**src/rtl/flag_cond_unit.sv**
```systemverilog
// Architectural Z/N/C/V status register plus a condition-code evaluator.
// Requests and verdicts each use a valid/ready handshake; the verdict is registered.
module flag_cond_unit (
  input  logic       clk,
  input  logic       rst_n,
  input  logic       flag_we,
  input  logic       Z_in,
  input  logic       N_in,
  input  logic       C_in,
  input  logic       V_in,
  input  logic       cond_valid,
  input  logic [3:0] cond,
  output logic       cond_ready,
  output logic       result_valid,
  input  logic       result_ready,
  output logic       cond_true,
  output logic       Z,
  output logic       N,
  output logic       C,
  output logic       V
);

  typedef enum logic [3:0] {
    CC_EQ = 4'd0,  CC_NE = 4'd1,  CC_LO = 4'd2,  CC_HS = 4'd3,
    CC_MI = 4'd4,  CC_PL = 4'd5,  CC_VS = 4'd6,  CC_VC = 4'd7,
    CC_HI = 4'd8,  CC_LS = 4'd9,  CC_GE = 4'd10, CC_LT = 4'd11,
    CC_GT = 4'd12, CC_LE = 4'd13, CC_AL = 4'd14, CC_NV = 4'd15
  } cc_e;

  logic r_z, r_n, r_c, r_v;
  logic r_result_valid;
  logic r_cond_true;

  logic w_accept;
  logic w_z, w_n, w_c, w_v;
  logic w_verdict;

  // The output register can take a new verdict whenever it is empty or being drained.
  assign cond_ready = !r_result_valid || result_ready;
  assign w_accept   = cond_valid && cond_ready;

  // A flag write in the accept cycle is visible to that request.
  always_comb begin
    w_z = r_z;
    w_n = r_n;
    w_c = r_c;
    w_v = r_v;
    if (flag_we) begin
      w_z = Z_in;
      w_n = N_in;
      w_c = C_in;
      w_v = V_in;
    end
  end

  always_comb begin
    w_verdict = 1'b0;
    case (cc_e'(cond))
      CC_EQ:   w_verdict = w_z;
      CC_NE:   w_verdict = !w_z;
      CC_LO:   w_verdict = w_c;
      CC_HS:   w_verdict = !w_c;
      CC_MI:   w_verdict = w_n;
      CC_PL:   w_verdict = !w_n;
      CC_VS:   w_verdict = w_v;
      CC_VC:   w_verdict = !w_v;
      CC_HI:   w_verdict = !w_c && !w_z;
      CC_LS:   w_verdict = w_c || w_z;
      CC_GE:   w_verdict = (w_n == w_v);
      CC_LT:   w_verdict = (w_n != w_v);
      CC_GT:   w_verdict = !w_z && (w_n == w_v);
      CC_LE:   w_verdict = w_z || (w_n != w_v);
      CC_AL:   w_verdict = 1'b1;
      CC_NV:   w_verdict = 1'b0;
      default: w_verdict = 1'b0;
    endcase
  end

  // NOTE: state uses non-blocking assignments so every register samples pre-edge values.
  always_ff @(posedge clk or negedge rst_n) begin
    if (!rst_n) begin
      r_z <= 1'b0;
      r_n <= 1'b0;
      r_c <= 1'b0;
      r_v <= 1'b0;
    end else if (flag_we) begin
      r_z <= Z_in;
      r_n <= N_in;
      r_c <= C_in;
      r_v <= V_in;
    end
  end

  // Drain without accept keeps the last verdict on cond_true.
  always_ff @(posedge clk or negedge rst_n) begin
    if (!rst_n) begin
      r_result_valid <= 1'b0;
      r_cond_true    <= 1'b0;
    end else if (w_accept) begin
      r_result_valid <= 1'b1;
      r_cond_true    <= w_verdict;
    end else if (result_ready) begin
      r_result_valid <= 1'b0;
    end
  end

  assign result_valid = r_result_valid;
  assign cond_true    = r_cond_true;
  assign Z            = r_z;
  assign N            = r_n;
  assign C            = r_c;
  assign V            = r_v;

endmodule

```
**config.mk**
```make
export PLATFORM = sky130hd
export DESIGN_NAME = flag_cond_unit
export DESIGN_NICKNAME = d
export VERILOG_FILES = /design/src/rtl/flag_cond_unit.sv
export SDC_FILE = /design/constraint.sdc
export NUM_CORES = 1
export LEC_CHECK = 0
export BUFFER_PORTS_ARGS = -buffer_cell sky130_fd_sc_hd__buf_2
export CAP_MARGIN = 20
export CORE_AREA = 2 2 39 41
export DETAILED_ROUTE_END_ITERATION = 12
export DIE_AREA = 0 0 41 43
export HOLD_SLACK_MARGIN = 0.12
export SLEW_MARGIN = 20
export SYNTH_ARGS = -nofsm -noshare
export SYNTH_HDL_FRONTEND = slang
export SYNTH_SLANG_ARGS = --single-unit
```
**constraint.sdc**
```tcl
create_clock -name clk -period 2 [get_ports clk]
set_input_delay 0.4 -clock clk [delete_from_list [all_inputs] [get_ports clk]]
set_output_delay 0.4 -clock clk [all_outputs]
set_load 0.03 [all_outputs]
```
After elaboration in Yosys (flattened, before gate mapping). Cells that the tools add are included.

Equality and inequality tests: 17. Multiplexer cells: 7. Reductions and logical operators: 13.

Operators by type and width (number): $eq 4x4->1 const B (8); $eq 4x3->1 const B (4); $pmux 1 s16 (1); $eq 4x2->1 const B (2); $mux 1 (6); $logic_not 1->1 (5); $eq 4x1->1 const B (1); $logic_not 4->1 (1); $logic_and 1x1->1 (3); $logic_or 1x1->1 (3); $reduce_bool 2->1 (1); $eq 1x1->1 (1); $ne 1x1->1 (1).

Register bits after elaboration: 6. Input port bits: 13. Output and inout bits: 7. Word-level logic and storage cells: 43.

Logic depth before layout (Yosys ltp).
Depth in word-level cells: 4. Depth in mapped cells: 6. Depth with buffers taken out: 5.

Worst setup path before layout. No wires, ideal clock.

Path type: input to register. Start: input port flag_we. End: register r_cond_true (netlist: cond_true). Setup time: 0.129 ns. Data arrival time: 1.484 ns. Data required time: 1.871 ns. Path slack: 0.387 ns. Cell stages on the path: 6. Buffers on the path: 1. Cells stage by stage: buf_6 mux2_2 or3_1 a31oi_1 o31a_1 a21oi_1.

Cells in the longest elaborated chain, start to end: 4. Elaborated cells on any way between the ends: 15. Those cells by class: 2 x eq/ne; 5 x mux; 8 x reduce/logical.

Ends and longest elaborated chain: from (decl) (line 6) `input logic flag_we,`; $mux 1 (*); net w_n (line 35) `logic w_z, w_n, w_c, w_v;`; $ne 1x1->1 / $eq 1x1->1 (equally long branches); $logic_or 1x1->1 / $logic_and 1x1->1 (equally long branches) (line 72, 71); $pmux 1 s16 (*) (line 58) `case (cc_e'(cond))`; to (signal assigned) (line 101) `r_cond_true <= w_verdict;`; to (decl) (line 32) `logic r_cond_true;`.

Mark *: on every way through the listed nets, which the timed path passes. The rest lies on a longest branch. A chain may end at the register's enable or synchronous reset.

Final worst setup path.
Start: register r_n (netlist: N). End: register r_cond_true (netlist: cond_true).

Cells in the longest elaborated chain, start to end: 4. Elaborated cells on any way between the ends: 7. Those cells by class: 2 x eq/ne; 2 x mux; 3 x reduce/logical.

Ends and longest elaborated chain: from (decl) (line 30) `logic r_z, r_n, r_c, r_v;`; from (signal assigned) (line 88) `r_n <= N_in;`; $mux 1 (*); $ne 1x1->1 / $eq 1x1->1 (equally long branches); $logic_or 1x1->1 / $logic_and 1x1->1 (equally long branches) (line 72, 71); $pmux 1 s16 (*) (line 58).

Every way passes the cells marked *; elsewhere a longest branch is shown, timed or not.

==> flow_summary.json <==
{
  "grt_max_degree": 10,
  "cp_top_family": "simple AND/OR/NAND/NOR gates",
  "worst_pin_slew_ns": 0.312,
  "placementRows": 14,
  "ant_nets": 0,
  "drv_slew": 0,
  "synth_cell_types": 27,
  "post-cts-setup-buffers": 0,
  "worstSkewPairLatency_ns": 0.24,
  "synth_seq_area_share_pct": 32.6,
  "cts_made_buffers": 3,
  "first_global_vias": 406,
  "top_usage_layer": "met2",
  "critPathRequiredTime_ns": 2.12,
  "cts-root-buf": "clkbuf_4",
  "ir_drop_v": 0.000409,
  "min_period_over_period_pct": 81.0,
  "final_layout_size_suffix_gt1_share_pct": 40.0,
  "ys_warn_count": 0,
  "cts_tree": "done",
  "hold_buffers": 1,
  "holdWs_ns": 0.393,
  "fmax_ghz": 0.617,
  "power_leakage_nw": 0.273,
  "worstHoldStart": "cond_valid",
  "cts-resized-gates": 0,
  "slew_headroom_pct": 79.2,
  "wl_per_cell_um": 12.6,
  "worstPathCellList": "xnor2_1 > or3_1 > and3_1 > a221oi_1 > a21oi_1",
  "crit_fanout": 3,
  "diodes": 0,
  "timing.rr.start": "N",
  "grt_first_pass_wirelength_um": 1750,
  "syn_inst": 49,
  "clk_pin_slew_ns": 0.05,
  "fin_nets": 85,
  "p_per_area_nw_per_um2": 668,
  "hold_viol": 0,
  "routed_via_density": 5.16,
  "initial_core_util_pct": 33.3,
  "synthesis.area_um2": 460,
  "met1_usage_pct": 18.7,
  "max_stage_delay_ns": 0.40,
  "drc": 0,
  "core_um2": 1380,
  "yosys_register_bits": 6,
  "rrSetupSlack_ns": 0.38,
  "syn_to_final_growth_pct": 29.3,
  "reg2reg_depth": 5,
  "crit_buf_inv": 0,
  "htreeDepth": 1,
  "grtUsageTotal_pct": 14.9,
  "globalRoute.totalOverflow": 0,
  "crit_path_start_kind": "register",
  "finalCriticalPeriod_ns": 1.62,
  "cap_violations": 0,
  "syn_nets": 62,
  "first_iter_violations": 5,
  "grt_setup_unrepaired": "false",
  "arrival_ns": 1.74,
  "timing.setup.tns_ns": 0,
  "die_h_um": 43,
  "fin_skew_ns": 0.00172,
  "hp-class": "input pin to register",
  "end_kind": "register",
  "grt_use_met3_pct": 7.85,
  "critical_path_class": "register to register",
  "worstHoldPathCells": 2,
  "dp_hpwl_um": 866,
  "antenna_found_initial": 0,
  "clockBufferDepth": 2,
  "slowest_stage": "dfrtp_1",
  "routed_wl_um": 1080,
  "io_pins": 20,
  "r2r-end": "cond_true",
  "place.gp.congestion": 0.815,
  "status": "completed",
  "min_to": "result_valid",
  "dieArea_um2": 1760,
  "clkSinkCount": 6,
  "vias": 444,
  "port_buffers": 19,
  "drtPass1Iterations": 3,
  "die_w_um": 41,
  "avgSynthCellArea_um2": 9.40,
  "setup_viol": 0,
  "globalRouteMet2Util_pct": 21.9
}
==> cell usage after synthesis <==
master	number	area, um2
dfrtp_1	6	150
nand2_1	5	18.8
a31oi_1	3	18.8
mux2_2	3	33.8
nand2b_1	3	18.8
nor2_1	3	11.3
a21oi_1	2	10.0
inv_1	2	7.51
mux2i_1	2	20.0
or3_1	2	12.5
xnor2_1	2	17.5
a221oi_1	1	8.76
a2bb2oi_1	1	8.76
and3_1	1	6.26
buf_6	1	11.3
clkbuf_1	1	3.75
clkbuf_2	1	5.00
mux4_2	1	22.5
nand3_1	1	5.00
nand3b_1	1	7.51
nor3b_1	1	7.51
o21a_1	1	7.51
o21ai_0	1	5.00
o311ai_2	1	16.3
o31a_1	1	8.76
o32ai_1	1	8.76
xor2_1	1	8.76
==> routing by layer <==
metal	wire length (um)	vias to the layer above
met5	0	-
li1	-	224
met4	0	0
met3	62	0
met2	524	15
met1	494	205
==> cells by family (layout without fill, tap and decap cells) <==
kind of cell	Yosys count	count (layout)	share of synthesized area [%]
AND/OR/NAND/NOR	17	17	19.0
AO/OA/AOI/OAI	12	12	20.1
multiplexers	6	6	16.6
flip-flops	6	6	32.6
buffers and inverters	5	26	5.98
XOR/XNOR	3	3	5.71
==> cell type report <==
class,instances,area [um2]
Sequential cell,6,150
Clock buffer,3,22.5
Inverter,2,7.51
Fill cell,147,788
Tap cell,16,20.0
Timing Repair Buffer,21,113
Multi-Input combinational cell,38,283
==> power breakdown <==
part / switching (mW) / leakage (nW) / internal (mW)
registers: 0.00862 / 0.0697 / 0.135
clock network: 0.0458 / 0.0138 / 0.0680
logic: 0.0822 / 0.190 / 0.0585
total: 0.137 / 0.273 / 0.261
==> sequential cells by signal, indices dropped and copies added (netlist names) <==
name and flops:
result_valid 1, C 1, N 1, Z 1, cond_true 1, V 1
==> cell usage in the layout (no fill, tap or decap), types with 2 or more instances in the layout <==
cell / n
nor2_1: 3
xnor2_1: 2
a21oi_1: 2
nand2_1: 5
nand2b_1: 3
clkbuf_4: 3
or3_1: 2
buf_2: 19
mux2_2: 3
inv_1: 2
mux2i_1: 2
dfrtp_1: 6
a31oi_1: 3
==> how the worst max path moves through the flow <==
| stage | to | cells past startpoint | slack, ns | startpoint |
|---|---|---|---|---|
| after global placement | cond_true | 6 | 0.22 | flag_we |
| after CTS | cond_true | 5 | 0.39 | N |
| final | cond_true | 5 | 0.38 | N |
| after global routing | cond_true | 5 | 0.32 | N |
| after detailed placement | cond_true | 6 | 0.20 | flag_we |
| after floorplan | cond_true | 6 | 0.39 | flag_we |
==> stage by stage <==
step                setup slack, ns  instances  utilization [%]  instance area [um2]  power (mW)
global route                  0.317         86             43.0                  596       0.427
detailed placement            0.198         82             40.7                  563       0.285
finish                        0.380         86             43.0                  596       0.398
global placement              0.217         82             40.7                  563       0.285
floorplan                     0.387         49                -                  460       0.241
CTS                           0.391         86             43.0                  596       0.403
==> worst register-to-register path: stages, from the launching register on <==
cell and delay [ns]:
dfrtp_1 0.40, xnor2_1 0.15, or3_1 0.33, and3_1 0.18, a221oi_1 0.32, a21oi_1 0.11
(Power assumes the default switching activity.)
